### src/rtl/reg_load_sched_pkg.sv
// reg_load_sched_pkg: shared FSM state, counter width and staging record for reg_load_sched
package reg_load_sched_pkg;
  typedef enum logic [0:0] {IDLE = 1'b0, COMMIT = 1'b1} state_t;
  localparam int CNT_W = 16;
  localparam int STG_AW = 8;
  localparam int STG_DW = 64;
  localparam int STG_IW = 3;
  typedef struct packed {
    logic [STG_AW-1:0] addr;
    logic [STG_DW-1:0] data;
    logic [STG_IW-1:0] id;
  } stage_t;
endpackage

### src/rtl/reg_load_arb.sv
// reg_load_arb: combinational one-hot arbiter; round-robin from ptr when REG_LOAD_SCHED_RR_EN, else lowest index wins
module reg_load_arb #(
  parameter int NREQ = 4,
  parameter int IW = $clog2(NREQ)
) (
  input  logic [NREQ-1:0] valid,
  input  logic [IW-1:0]   ptr,
  output logic [NREQ-1:0] grant,
  output logic [IW-1:0]   idx
);
  logic [IW-1:0] j;
`ifdef REG_LOAD_SCHED_RR_EN
  // scan from lowest priority to highest so the last hit is the winner
  always_comb begin
    grant = '0;
    idx = '0;
    j = '0;
    for (int k = NREQ - 1; k >= 0; k--) begin
      j = IW'((int'(ptr) + k) % NREQ);
      if (valid[j]) begin
        grant = '0;
        grant[j] = 1'b1;
        idx = j;
      end
    end
  end
`else
  logic unused_ptr;
  assign unused_ptr = ^ptr;
  always_comb begin
    grant = '0;
    idx = '0;
    j = '0;
    for (int k = NREQ - 1; k >= 0; k--) begin
      j = IW'(k);
      if (valid[j]) begin
        grant = '0;
        grant[j] = 1'b1;
        idx = j;
      end
    end
  end
`endif
endmodule

### src/rtl/reg_load_sched.sv
// reg_load_sched: serialises register-bank writes, one grant per two cycles via IDLE/COMMIT staging
// Define REG_LOAD_SCHED_RR_EN for round-robin arbitration; fixed priority otherwise.
module reg_load_sched
  import reg_load_sched_pkg::*;
#(
  parameter int WIDTH = 8,
  parameter int NREQ = 4,
  parameter int NREG = 4,
  parameter int AW = $clog2(NREG)
) (
  input  logic                    clk,
  input  logic                    reset,
  input  logic [NREQ-1:0]         req_valid,
  input  logic [NREQ*AW-1:0]      req_addr,
  input  logic [NREQ*WIDTH-1:0]   req_data,
  output logic [NREQ-1:0]         req_ready,
  output logic [NREG*WIDTH-1:0]   q,
  output logic                    busy,
  output logic                    wr_done,
  output logic                    wr_err,
  output logic [$clog2(NREQ)-1:0] wr_id,
  output logic [CNT_W-1:0]        wr_count
);
  localparam int IW = $clog2(NREQ);
  state_t state;
  stage_t stage;
  logic [NREQ-1:0] grant;
  logic [IW-1:0] idx, ptr;
  logic [CNT_W-1:0] cnt;
  logic addr_ok, unused_stage;
  reg_load_arb #(.NREQ(NREQ), .IW(IW)) u_arb (
    .valid(req_valid),
    .ptr(ptr),
    .grant(grant),
    .idx(idx)
  );
  assign busy = state == COMMIT;
  assign addr_ok = stage.addr < STG_AW'(NREG);
  // a low reset during COMMIT aborts the write, so the pulses are suppressed too
  assign wr_done = busy && addr_ok && reset;
  assign wr_err = busy && !addr_ok && reset;
  assign req_ready = busy ? '0 : grant;
  assign wr_id = stage.id[IW-1:0];
  assign wr_count = cnt;
  assign unused_stage = ^{stage.data, stage.id};
  always_ff @(posedge clk)
    if (!reset) begin
      state <= IDLE;
      stage <= '0;
      cnt <= '0;
    end else if (busy) begin
      state <= IDLE;
      cnt <= cnt + CNT_W'(wr_done);
    end else if (|req_valid) begin
      state <= COMMIT;
      stage <= '{addr: STG_AW'(req_addr[idx*AW +: AW]),
                 data: STG_DW'(req_data[idx*WIDTH +: WIDTH]),
                 id: STG_IW'(idx)};
    end
`ifdef REG_LOAD_SCHED_RR_EN
  always_ff @(posedge clk)
    if (!reset) ptr <= '0;
    else if (!busy && |req_valid) ptr <= idx == IW'(NREQ - 1) ? '0 : idx + 1'b1;
`else
  assign ptr = '0;
`endif
  for (genvar r = 0; r < NREG; r++) begin : g_reg
    logic [WIDTH-1:0] r_q;
    always_ff @(posedge clk)
      if (!reset) r_q <= '0;
      else if (wr_done && stage.addr == STG_AW'(r)) r_q <= stage.data[WIDTH-1:0];
    assign q[r*WIDTH +: WIDTH] = r_q;
  end
endmodule
### config.mk
export PLATFORM = sky130hd
export DESIGN_NAME = reg_load_sched
export DESIGN_NICKNAME = d
export VERILOG_FILES = /design/src/rtl/reg_load_sched_pkg.sv /design/src/rtl/reg_load_arb.sv /design/src/rtl/reg_load_sched.sv
export SDC_FILE = /design/constraint.sdc
export NUM_CORES = 1
export LEC_CHECK = 0
export ABC_AREA = 1
export BUFFER_PORTS_ARGS = -buffer_cell sky130_fd_sc_hd__buf_4
export CAP_MARGIN = 20
export CORE_ASPECT_RATIO = 1.4
export CORE_MARGIN = 3
export CORE_UTILIZATION = 45
export DETAILED_ROUTE_END_ITERATION = 16
export PLACE_DENSITY = 0.85
export SYNTH_ARGS = -nofsm -noshare
export SYNTH_HDL_FRONTEND = slang
export SYNTH_SLANG_ARGS = --single-unit
### constraint.sdc
create_clock -name clk -period 2 [get_ports clk]
set_clock_uncertainty 0.1 [all_clocks]
set_input_delay 0.6 -clock clk [delete_from_list [all_inputs] [get_ports clk]]
set_output_delay 0.6 -clock clk [all_outputs]
set_load 0.03 [all_outputs]
After elaboration in Yosys (flattened, before gate mapping)
Index checks and enable logic that the tools add are counted.
{"block": "classes", "order_cmp": 1, "shifts": 2, "reduce_logical": 13, "addsub": 1, "eq_ne": 3, "bitwise_logic": 2, "muxes": 10}
{"cell": "$shiftx 32x6->8", "count": 1}
{"cell": "$mux 4", "count": 5}
{"cell": "$add 16x1->16", "count": 1}
{"cell": "$logic_and 1x1->1", "count": 8}
{"cell": "$logic_not 8->1", "count": 1}
{"cell": "$mux 2", "count": 4}
{"cell": "$shiftx 8x4->2", "count": 1}
{"cell": "$eq 2x2->1 const B", "count": 2}
{"cell": "$reduce_or 4->1", "count": 1}
{"cell": "$lt 2x3->1 const B", "count": 1}
{"cell": "$eq 2x1->1 const B", "count": 1}
{"cell": "$not 1->1", "count": 2}
{"cell": "$reduce_and 2->1", "count": 1}
{"cell": "$reduce_or 2->1", "count": 1}
{"cell": "$logic_not 1->1", "count": 1}
{"cell": "$mux 1", "count": 1}
{"block": "totals", "register_bits": 61, "inputBits": 46, "word_cells": 41}

Longest topological paths before layout
Gate-level depths: netlist (run 1).
{"block": "logic_depth", "ltp_word": 5, "ltp_mapped": 12, "mapped_depth_nobuf": 11}

By module
Synthesis (run 1) repeated with hierarchy kept, for this count alone.
{"block": "hier_totals", "cells_unflattened": 408, "hier_area_um2": 2882.8}
{"mod": "reg_load_sched", "seq_area_each_um2": 1221.2, "n_inst": 1, "area_each_um2": 2819.0, "cells_each": 393}
{"mod": "reg_load_arb", "seq_area_each_um2": 0.0, "n_inst": 1, "area_each_um2": 63.8, "cells_each": 15}

Worst setup path after synthesis (run 1)
OpenSTA, ideal clock, no wires.
{"block": "synth_path", "path_type": "input port to flip-flop", "start": "input reset", "end": "register cnt[8], in the netlist wr_count[8]", "path_stages": 10, "slack_ps": -134, "t_required_ps": 1772, "arrival_ps": 1906, "path_cell_list": "buf_4 > nand2_1 > clkinv_2 > ha_1 > ha_1 > nand2_1 > nor2_2 > nand2_1 > xor2_1 > nor2_1"}
{"block": "synth_between", "elab_chain_cells": 2}
{"item": "start, declared", "line": "reg_load_sched.sv:12", "source": "input logic reset,"}
{"item": "$logic_and 1x1->1", "line": "reg_load_sched.sv:40", "source": "assign wr_done = busy && addr_ok && reset;"}
{"item": "net wr_done", "line": "reg_load_sched.sv:19", "source": "output logic wr_done,"}
{"item": "$add 16x1->16", "line": "reg_load_sched.sv:53", "source": "cnt <= cnt + CNT_W'(wr_done);"}
{"item": "end signal, assigned", "line": "reg_load_sched.sv:53"}
{"item": "end, declared", "line": "reg_load_sched.sv:29", "source": "logic [CNT_W-1:0] cnt;"}
The timed path passes the listed nets, and every way through them passes these cells.
A chain may end at the register's enable or synchronous reset.

Worst setup path in the final report (run 1)
{"block": "layout_path", "start": "register state, in the netlist busy", "end": "output req_ready[2]"}
{"block": "layout_between", "elab_chain_cells": 1}
{"item": "start, declared", "line": "reg_load_sched.sv:25", "source": "state_t state;"}
{"item": "start signal, assigned", "line": "reg_load_sched.sv:48", "source": "state <= IDLE;"}
{"item": "start signal, assigned", "line": "reg_load_sched.sv:52", "source": "state <= IDLE;"}
{"item": "start signal, assigned", "line": "reg_load_sched.sv:55", "source": "state <= COMMIT;"}
{"item": "$mux 4", "line": "reg_load_sched.sv:42", "source": "assign req_ready = busy ? '0 : grant;"}
{"item": "end, declared", "line": "reg_load_sched.sv:16", "source": "output logic [NREQ-1:0] req_ready,"}
Every way passes these cells.

==> flow_metrics.env, run 1 <==
export IMPL_dp_cells=614
export IMPL_place_ws_ps=-43.5
export IMPL_chipHeight_um=103
export IMPL_clk_pin_slew_ps=60
export IMPL_crit_required_ps=1300
export IMPL_layout_min_cycle_time_ps=1900
export IMPL_cap_violations=0
export IMPL_intPower_w=0.00223
export IMPL_crit_type="reg -> out"
export IMPL_initial_utilization_pct=47.5
export IMPL_power_leakage_nw=2.06
export IMPL_finalSetupViolCount=0
export IMPL_synth_top_cell_area_share_pct=40.5
export IMPL_netlist_instances=453
export IMPL_regToRegSetupSlack_ps=270
export IMPL_clockRootBuffer="clkbuf_8"
export IMPL_die_area_um2=7730
export IMPL_ant_nets=0
export IMPL_clockPowerShare_pct=40.6
export IMPL_final_nets=602
export IMPL_rsz0062_at_grt="no"
export IMPL_power_switching_w=0.000776
export IMPL_die_w_um=75.2
export IMPL_antenna_found_initial=0
export IMPL_grt_ovfl_total=0
export IMPL_ys_ff_latch=61
export IMPL_final_cell_mix="buf_4, nor2_1, inv_1"
export IMPL_postSynthAreaPerCell_um2=6.65
export IMPL_rr_startpoint="busy"
export IMPL_cts_buffers=9
export IMPL_dr_pass1_iters=4
export IMPL_syn_to_final_growth_pct=35.0
export IMPL_htree_levels=3
export IMPL_crit_chain="buf_4, inv_2, nand2_1, nor2_1, buf_4"
export IMPL_p_seq_share_pct=43.5
export IMPL_ys_types=25
export IMPL_netlist_area_um2=3010
export IMPL_grt_usage_pct=20.4
export IMPL_portBuffers=101
export IMPL_final_setup_worst_slack_ps=102
export IMPL_cp_max_fo=4
export IMPL_drt_initial_drc_count=182
export IMPL_layout_commonest_cell="buf_4"
export IMPL_layoutNonFillerInstCount=630
export IMPL_start_kind="flip-flop"
export IMPL_hold_ws_ps=385
export IMPL_num_io_pins=103
export IMPL_synth_area_leaders="dfxtp_1, nand3_1, nor2_1"
export IMPL_dp_hpwl_um=5870
export IMPL_cts_hold_buffers=0
export IMPL_worstHoldPathType="reg -> reg"
export IMPL_synth_warnings=0
export IMPL_grt_pass1_vias=2971
export IMPL_cts_sinks=61
export IMPL_status="finished, final reports clean"
export IMPL_end_kind="output pin"
export IMPL_grt_max_degree=46
export IMPL_syn_num_nets=502
export IMPL_drive_gt1_share_pct=25.8
export IMPL_drv_slew=0
export IMPL_worst_path_stages=5
export IMPL_grt_pass1_wl_um=12500
export IMPL_clock_latency_ps=330
export IMPL_critPathBufInv=3
export IMPL_seq_area_frac_synth_pct=40.5
export IMPL_critPathArrivalTime_ps=1200
export IMPL_cts_buffer_depth=2
export IMPL_core_um2=6340
export IMPL_vias=3155
export IMPL_power_switching_share_pct=25.8
export IMPL_row_count=34
export IMPL_wire_per_inst_um=12.3
export IMPL_drc=0
export IMPL_hold_viol_final=0
export IMPL_r2r_end="wr_count[15]"
export IMPL_cp_slowest_cell="dfxtp_1"
export IMPL_r2r_cells=10
export IMPL_hold_end="wr_id[1]"
export IMPL_drt_wl_total_um=7770
export IMPL_cts_tree="built"
export IMPL_ir_drop_v=0.000341
export IMPL_clock_fmax_mhz=527
export IMPL_vias_per_cell=5.01
export IMPL_critPathLaunch="busy"
export IMPL_diodes=0
export IMPL_timing_critical_path_mode_cell="buf_4"
export IMPL_yosysTopAreaCell="dfxtp_1"
export IMPL_power_density_nw_per_um2=739
export IMPL_holdCritStartpoint="wr_id[1]"
export IMPL_globalplace_congestion=0.809
export IMPL_comb_power_share_pct=15.9
export IMPL_timing_final_crit_share_pct=94.9
export IMPL_holdPathStages=2
export IMPL_cp_top_family="buffers and inverters"
export IMPL_cpPeakStageDelay_ps=330
-- kinds of logic after synthesis --
family,share of synthesized area (%)
other,0.124
DFF,40.5
buffers and inverters,14.7
xor gates and xnor gates,0.582
AOI/OAI and AO/OA,11.8
and+or+nand+nor,31.0
adders and majority gates,1.25
-- worst reg2reg max path, delay by kind of cell, from the launching register on --
family,cells,cell delay [ps]
simple gates,7,870
buf+inv,2,150
flops,1,360
fa+ha+maj,1,150
-- worst max-delay path by stage --
stage	to	slack (ps)
2_1_floorplan	req_ready[2]	-40
3_3_place_gp	req_ready[2]	-50
3_5_place_dp	req_ready[3]	-40
4_1_cts	req_ready[3]	30
5_1_grt	req_ready[3]	9
6_report	req_ready[2]	100
-- synthesized netlist by cell type --
library cell	number
nor2_1	78
inv_1	73
nand3_1	71
dfxtp_1	61
nand2_1	55
o21ai_0	29
a21oi_1	26
o21ai_1	9
buf_4	8
buf_2	7
clkbuf_1	6
inv_2	5
nand3_2	4
ha_1	3
nor3_1	3
a31oi_1	2
buf_6	2
nand4_1	2
nor2_2	2
xor2_1	2
a21oi_4	1
clkinv_1	1
clkinv_2	1
conb_1	1
o21a_1	1
-- timing repair --
action,4_1_cts,5_1_grt
endpoints found under the setup margin,2,2
gates resized for setup,1,2
setup buffers,0,0
-- per-layer routing --
layer	part of all wire, %	GRT usage [%]	wire (µm)
met1	39	21.7	3010
met2	54	38.2	4190
met3	6.0	3.90	468
met4	1.3	8.34	101
met5	0	0	0
-- state kept, by name, summed over array words and instances (netlist names) --
name      count
wr_id         2
g.r_q        32
wr_count     16
busy          1
stage        10
-- power groups by stage --
| stage | sequential, W | clock [W] | combinational [W] |
|---|---|---|---|
| final | 0.00131 | 0.00122 | 0.000478 |
| after global routing | 0.00131 | 0.00129 | 0.000535 |
| after CTS | 0.00131 | 0.00124 | 0.000480 |
| after detailed placement | 0.00133 | 0 | 0.000476 |
| after global placement | 0.00133 | 0 | 0.000465 |
| after floorplan | 0.00137 | 0 | 0.000258 |
-- metrics by stage --
stage               TNS (ps)  util [%]  total power, W  area [µm²]
global route               0      64.2         0.00313        4070
finish                     0      64.2         0.00301        4070
global placement       -88.1      60.5         0.00180        3830
floorplan              -72.9         -         0.00163        3040
CTS                        0      64.1         0.00303        4060
detailed placement     -83.4      60.5         0.00181        3830
-- cell type report --
class	count	area [µm²]
Tap cell	72	90.1
Sequential cell	61	1220
Multi-Input combinational cell	289	1390
Fill cell	548	2270
Clock buffer	13	159
Clock inverter	3	67.6
Inverter	80	305
Timing Repair Buffer	112	841
No activity file was read; power rests on OpenSTA's default activity.
==> run 2: changes to the inputs <==
CELL_PAD_IN_SITES_DETAIL_PLACEMENT = 0   (was unset)
CELL_PAD_IN_SITES_GLOBAL_PLACEMENT = 2   (was unset)
CORE_UTILIZATION = 23   (was 45)
PLACE_DENSITY = 0.84   (was 0.85)
REMOVE_ABC_BUFFERS = 1   (was unset)
SETUP_SLACK_MARGIN = 0.4   (was unset)
==> run 2 against run 1 <==
Worst hold slack worse by 20 ps. Sequential share of layout area down 2.6 points. Setup slack better by 38 ps. Clock-buffer cell count unchanged. Clock power up 37%. Fmax up 2.0%. Combinational power up 9.6%. Non-clock buffer count up 11. Core utilization down 28 points. Critical endpoint unchanged.
==> flow_metrics.env, run 2 (synthesis results as in run 1) <==
export IMPL_dp_cells=696
export IMPL_regToRegSetupSlack_ps=350
export IMPL_clock_fmax_mhz=537
export IMPL_hold_viol_final=0
export IMPL_final_cell_mix="buf_4, nor2_1, inv_1"
export IMPL_power_density_nw_per_um2=770
export IMPL_start_kind="input port"
export IMPL_layout_min_cycle_time_ps=1860
export IMPL_cts_buffer_depth=2
export IMPL_drt_wl_total_um=8920
export IMPL_ir_drop_v=0.000350
export IMPL_grt_pass1_vias=2983
export IMPL_rsz0062_at_grt="yes"
export IMPL_post_dp_cell_area_um2=3930
export IMPL_cts_tree="built"
export IMPL_vias=3102
export IMPL_finalSetupViolCount=0
export IMPL_ant_nets=0
export IMPL_clk_pin_slew_ps=50
export IMPL_r2r_cells=11
export IMPL_core_um2=12600
export IMPL_drive_gt1_share_pct=33.0
export IMPL_dp_hpwl_um=6860
export IMPL_rr_startpoint="busy"
export IMPL_grt_usage_pct=12.4
export IMPL_initial_utilization_pct=24.0
export IMPL_crit_required_ps=1300
export IMPL_cts_buffers=9
export IMPL_portBuffers=101
export IMPL_drc=0
export IMPL_layout_commonest_cell="buf_4"
export IMPL_chipHeight_um=141
export IMPL_layoutNonFillerInstCount=720
export IMPL_cts_sinks=61
export IMPL_grt_ovfl_total=0
export IMPL_htree_levels=3
export IMPL_clock_latency_ps=330
export IMPL_top_register="g.r_q"
export IMPL_cap_violations=0
export IMPL_die_area_um2=14500
export IMPL_cts_hold_buffers=0
export IMPL_crit_type="in -> out"
export IMPL_r2r_end="wr_count[4]"
export IMPL_num_io_pins=103
export IMPL_holdPathStages=2
export IMPL_hold_end="wr_id[1]"
export IMPL_final_nets=614
export IMPL_holdCritStartpoint="wr_id[1]"
export IMPL_clockRootBuffer="clkbuf_16"
export IMPL_largest_reg_flops=32
export IMPL_drt_initial_drc_count=103
export IMPL_drv_slew=0
export IMPL_row_count=48
export IMPL_antenna_found_initial=0
export IMPL_dr_pass1_iters=6
export IMPL_wire_per_inst_um=12.4
export IMPL_grt_pass1_wl_um=14300
export IMPL_power_leakage_nw=2.20
export IMPL_syn_to_final_growth_pct=51.2
export IMPL_globalplace_congestion=0.806
export IMPL_die_w_um=103
export IMPL_worstHoldPathType="reg -> reg"
export IMPL_finalInstanceArea_um2=4560
export IMPL_cp_max_fo=2
export IMPL_diodes=0
export IMPL_grt_max_degree=46
export IMPL_end_kind="output pin"
export IMPL_critPathArrivalTime_ps=1160
export IMPL_timing_final_crit_share_pct=93.0
export IMPL_status="finished, final reports clean"
export IMPL_nFillCells=1299
export IMPL_vias_per_cell=4.31
run 2: cell types whose count changed in the layout (fill, tap and decap cells not counted), moves of 4 or more:
cell,previous run,this run
dfxtp_1,61,46
inv_2,6,2
nand3_4,0,4
dfxtp_2,0,12
buf_6,0,14
o21ai_1,10,15
clkbuf_8,11,2
clkbuf_16,0,9
nand2_2,0,6
inv_8,0,4
o21ai_0,28,21
nand2_1,55,49
run 2: worst max path at each step:
| stage | end | cells after the start | start |
|---|---|---|---|
| after floorplan | req_ready[1] | 3 | req_valid[0] |
| after global placement | wr_count[14] | 11 | reset |
| after detailed placement | wr_count[12] | 10 | reset |
| after CTS | req_ready[3] | 5 | req_valid[0] |
| after global routing | req_ready[2] | 5 | busy |
| final | req_ready[2] | 5 | req_valid[0] |
run 2: layer usage:
metal | share of wire, % | wire length [µm] | track usage (%)
met1 | 43 | 3820 | 15.1
met2 | 50 | 4470 | 20.9
met4 | 2.2 | 193 | 5.25
met5 | 0 | 0 | 0
met3 | 4.9 | 438 | 2.71
run 2: critical path: stages:
cell and delay, ps:
buf_4 120, nor2_2 120, nand2_2 70, nor2_1 90, buf_4 160
run 2: report_power, final:
group	switching (W)	leakage (nW)	internal [W]	total, W
logic	0.000303	1.54	0.000220	0.000524
clock network	0.000515	0.156	0.00116	0.00167
registers	0.0000480	0.505	0.00127	0.00131
total	0.000866	2.20	0.00264	0.00351
run 2: final cells by class:
cell class              count  area (µm²)  share of cell area, %
clock buffers              13         260                   5.71
clock inverters             3        67.6                   1.48
multi-input cells         289        1480                   32.4
flip-flops and latches     61        1250                   27.4
well taps                 150         188                   4.12
inverters                  80         334                   7.33
repair buffers            123         976                   21.4
repair inverters            1        6.26                  0.137
run 2: metrics by stage:
step | hold WS, ps | util (%) | worst slack (ps) | total power (W) | TNS (ps)
6_report | 365 | 36.3 | 139 | 0.00351 | 0
5_1_grt | 403 | 36.3 | 103 | 0.00368 | 0
4_1_cts | 369 | 35.1 | 122 | 0.00354 | 0
3_5_place_dp | 363 | 31.3 | 7.62 | 0.00183 | 0
3_3_place_gp | 355 | 31.3 | 35.5 | 0.00182 | 0
2_1_floorplan | 388 | - | -390 | 0.00160 | -2680
run 2: timing repair:
| action | 4_1_cts | 5_1_grt |
|---|---|---|
| pin swaps | 8 | 7 |
| resized for setup | 35 | 50 |
| gates cloned | 0 | 1 |
| setup endpoints to repair | 22 | 69 |
| buffers inserted | 7 | 0 |
| hold endpoints to repair | 0 | 0 |
==> run 3: changes to the inputs <==
CTS_CLUSTER_SIZE = 20   (was unset)
PLACE_DENSITY = 0.83   (was 0.84)
SYNTH_HIERARCHICAL = 1   (was unset)
==> run 3 against run 2 <==
Clock power is 7% lower. Largest power group unchanged. Global-route usage is 0.10 points higher. Critical path type unchanged. Combinational power is 8.4% higher.
==> flow_metrics.env, run 3 <==
export IMPL_grt_pass1_vias=2883
export IMPL_start_kind="input port"
export IMPL_yosysTopAreaCell="dfxtp_1"
export IMPL_portBuffers=101
export IMPL_drc=0
export IMPL_clockRootBuffer="clkbuf_16"
export IMPL_final_cell_mix="buf_4, nor2_1, nand2_1"
export IMPL_grt_ovfl_total=0
export IMPL_final_nets=577
export IMPL_intPower_w=0.00251
export IMPL_end_kind="output pin"
export IMPL_crit_required_ps=1300
export IMPL_drv_slew=0
export IMPL_r2r_end="wr_count[9]"
export IMPL_dp_cells=651
export IMPL_ys_types=25
export IMPL_power_leakage_nw=1.99
export IMPL_status="finished, final reports clean"
export IMPL_rr_startpoint="busy"
export IMPL_synth_edf_count=0
export IMPL_r2r_cells=9
export IMPL_synth_area_leaders="dfxtp_1, nor2_1, o21ai_0"
export IMPL_synth_top_cell_area_share_pct=42.4
export IMPL_cpPeakStageDelay_ps=160
export IMPL_finalSetupViolCount=0
export IMPL_dr_pass1_iters=4
export IMPL_drive_gt1_share_pct=41.8
export IMPL_cp_slowest_cell="buf_4"
export IMPL_netlist_instances=408
export IMPL_regToRegSetupSlack_ps=380
export IMPL_row_count=47
export IMPL_drt_wl_total_um=8790
export IMPL_cts_buffer_depth=2
export IMPL_netlist_area_um2=2880
export IMPL_top_register="g.r_q"
export IMPL_antenna_found_initial=0
export IMPL_vias_per_cell=4.41
export IMPL_cts_tree="built"
export IMPL_clockPowerShare_pct=45.3
export IMPL_cts_buffers=9
export IMPL_cp_max_fo=4
export IMPL_power_switching_w=0.000914
export IMPL_hold_viol_final=0
export IMPL_rsz0062_at_grt="yes"
export IMPL_diodes=0
export IMPL_timing_final_crit_share_pct=97.1
export IMPL_power_switching_share_pct=26.7
export IMPL_critPathArrivalTime_ps=1240
export IMPL_die_w_um=101
export IMPL_synth_most_common_cell="nor2_1"
export IMPL_initial_utilization_pct=23.9
export IMPL_layout_min_cycle_time_ps=1940
export IMPL_crit_type="in -> out"
export IMPL_largest_reg_flops=32
export IMPL_ant_nets=0
export IMPL_core_um2=12100
export IMPL_chipHeight_um=138
export IMPL_clk_pin_slew_ps=50
export IMPL_synth_ff_type="dfxtp_1"
export IMPL_critPathLaunch="req_valid[0]"
export IMPL_layout_commonest_cell="buf_4"
export IMPL_ys_top_cells_by_count="nor2_1, nand2_1, dfxtp_1, o21ai_0, a21oi_1"
export IMPL_cts_hold_buffers=0
export IMPL_grt_max_degree=33
export IMPL_drt_initial_drc_count=79
export IMPL_power_density_nw_per_um2=751
export IMPL_vias=2999
export IMPL_layoutNonFillerInstCount=680
export IMPL_crit_chain="buf_8, nor2_4, inv_1, nor2_1, inv_1, nor2_1, buf_4"
export IMPL_num_io_pins=103
export IMPL_p_seq_share_pct=38.1
export IMPL_async_flop_share_pct=0
export IMPL_dp_hpwl_um=6240
export IMPL_postSynthAreaPerCell_um2=7.07
export IMPL_globalplace_congestion=0.754
export IMPL_comb_power_share_pct=16.6
export IMPL_total_power_w=0.00342
export IMPL_htree_levels=3
export IMPL_clock_latency_ps=330
export IMPL_grt_usage_pct=12.5
export IMPL_syn_to_final_growth_pct=58.2
export IMPL_ir_drop_v=0.000291
export IMPL_synth_warnings=6
export IMPL_ys_ff_latch=61
export IMPL_die_area_um2=13900
export IMPL_cp_endpoint="req_ready[3]"
export IMPL_clock_fmax_mhz=515
export IMPL_cts_sinks=61
export IMPL_grt_pass1_wl_um=13900
export IMPL_worstHoldPathType="reg -> reg"
export IMPL_wire_per_inst_um=12.9
export IMPL_seq_area_frac_synth_pct=42.4
export IMPL_cap_violations=0
## run 3: changes by cell type after synthesis, sizes merged, moves of 4 or more
| cell | delta |
|---|---|
| nand2 | +8 |
| inv | -40 |
| nor3 | +4 |
| o21ai | +24 |
| nand3 | -60 |
| a21oi | +21 |
## run 3: through the flow
stage	TNS [ps]	setup WS (ps)	instance area [µm²]	util, %	hold slack, ps
detailed placement	-330	-122	3820	31.7	362
floorplan	-3640	-507	2740	-	372
global placement	-243	-104	3820	31.7	349
global route	-14.4	-14.4	4560	37.8	411
CTS	0	39.1	4320	35.9	373
finish	0	57.3	4560	37.8	379
## run 3: critical path: cells and delay by family
| kind | cells | cell delay [ps] |
|---|---|---|
| buf+inv | 4 | 350 |
| simple gates | 3 | 290 |
## run 3: logic make-up after synthesis
kind of cell	share of synthesized area (%)
AOI/OAI and AO/OA	20.4
and+or+nand+nor	25.3
buffers and inverters	10.2
adders and majority gates	1.30
DFF	42.4
xor gates and xnor gates	0.304
other	0.130
## run 3: worst min-delay path by stage
stage | from | endpoint | slack, ps | cells past startpoint
after floorplan | stage[10] | stage[10] | 370 | 2
after global placement | wr_id[1] | wr_id[1] | 350 | 2
after detailed placement | wr_id[1] | wr_id[1] | 360 | 2
after CTS | wr_id[1] | wr_id[1] | 370 | 2
after global routing | wr_id[1] | wr_id[1] | 410 | 2
final | wr_id[1] | wr_id[1] | 380 | 2
## run 3: timing repair
item,CTS,global route
pin swaps,9,22
endpoints found under the setup margin,32,28
cloned,1,0
buffers inserted,6,6
resized for setup,53,58
## run 3: cell type report
type	count	area, µm²
Fill cell	1219	7500
Inverter	39	156
Clock buffer	11	243
Sequential cell	61	1240
Timing Repair inverter	1	7.51
Tap cell	147	184
Clock inverter	5	58.8
Timing Repair Buffer	131	1100
Multi-Input combinational cell	285	1570
## run 3: layer usage
layer | GRT usage [%] | share of wire [%] | vias up | wire length (µm)
li1 | - | - | 1559 | -
met1 | 14.4 | 41 | 1357 | 3610
met2 | 22.2 | 54 | 75 | 4700
met3 | 2.72 | 4.2 | 8 | 367
met4 | 4.76 | 1.1 | 0 | 99
met5 | 0 | 0 | - | 0
## run 3: power by group through the flow
| stage | clock network [W] | logic [W] | registers, W |
|---|---|---|---|
| finish | 0.00155 | 0.000568 | 0.00130 |
| global route | 0.00164 | 0.000624 | 0.00131 |
| CTS | 0.00159 | 0.000537 | 0.00131 |
| detailed placement | 0 | 0.000496 | 0.00133 |
| global placement | 0 | 0.000492 | 0.00133 |
| floorplan | 0 | 0.000201 | 0.00139 |
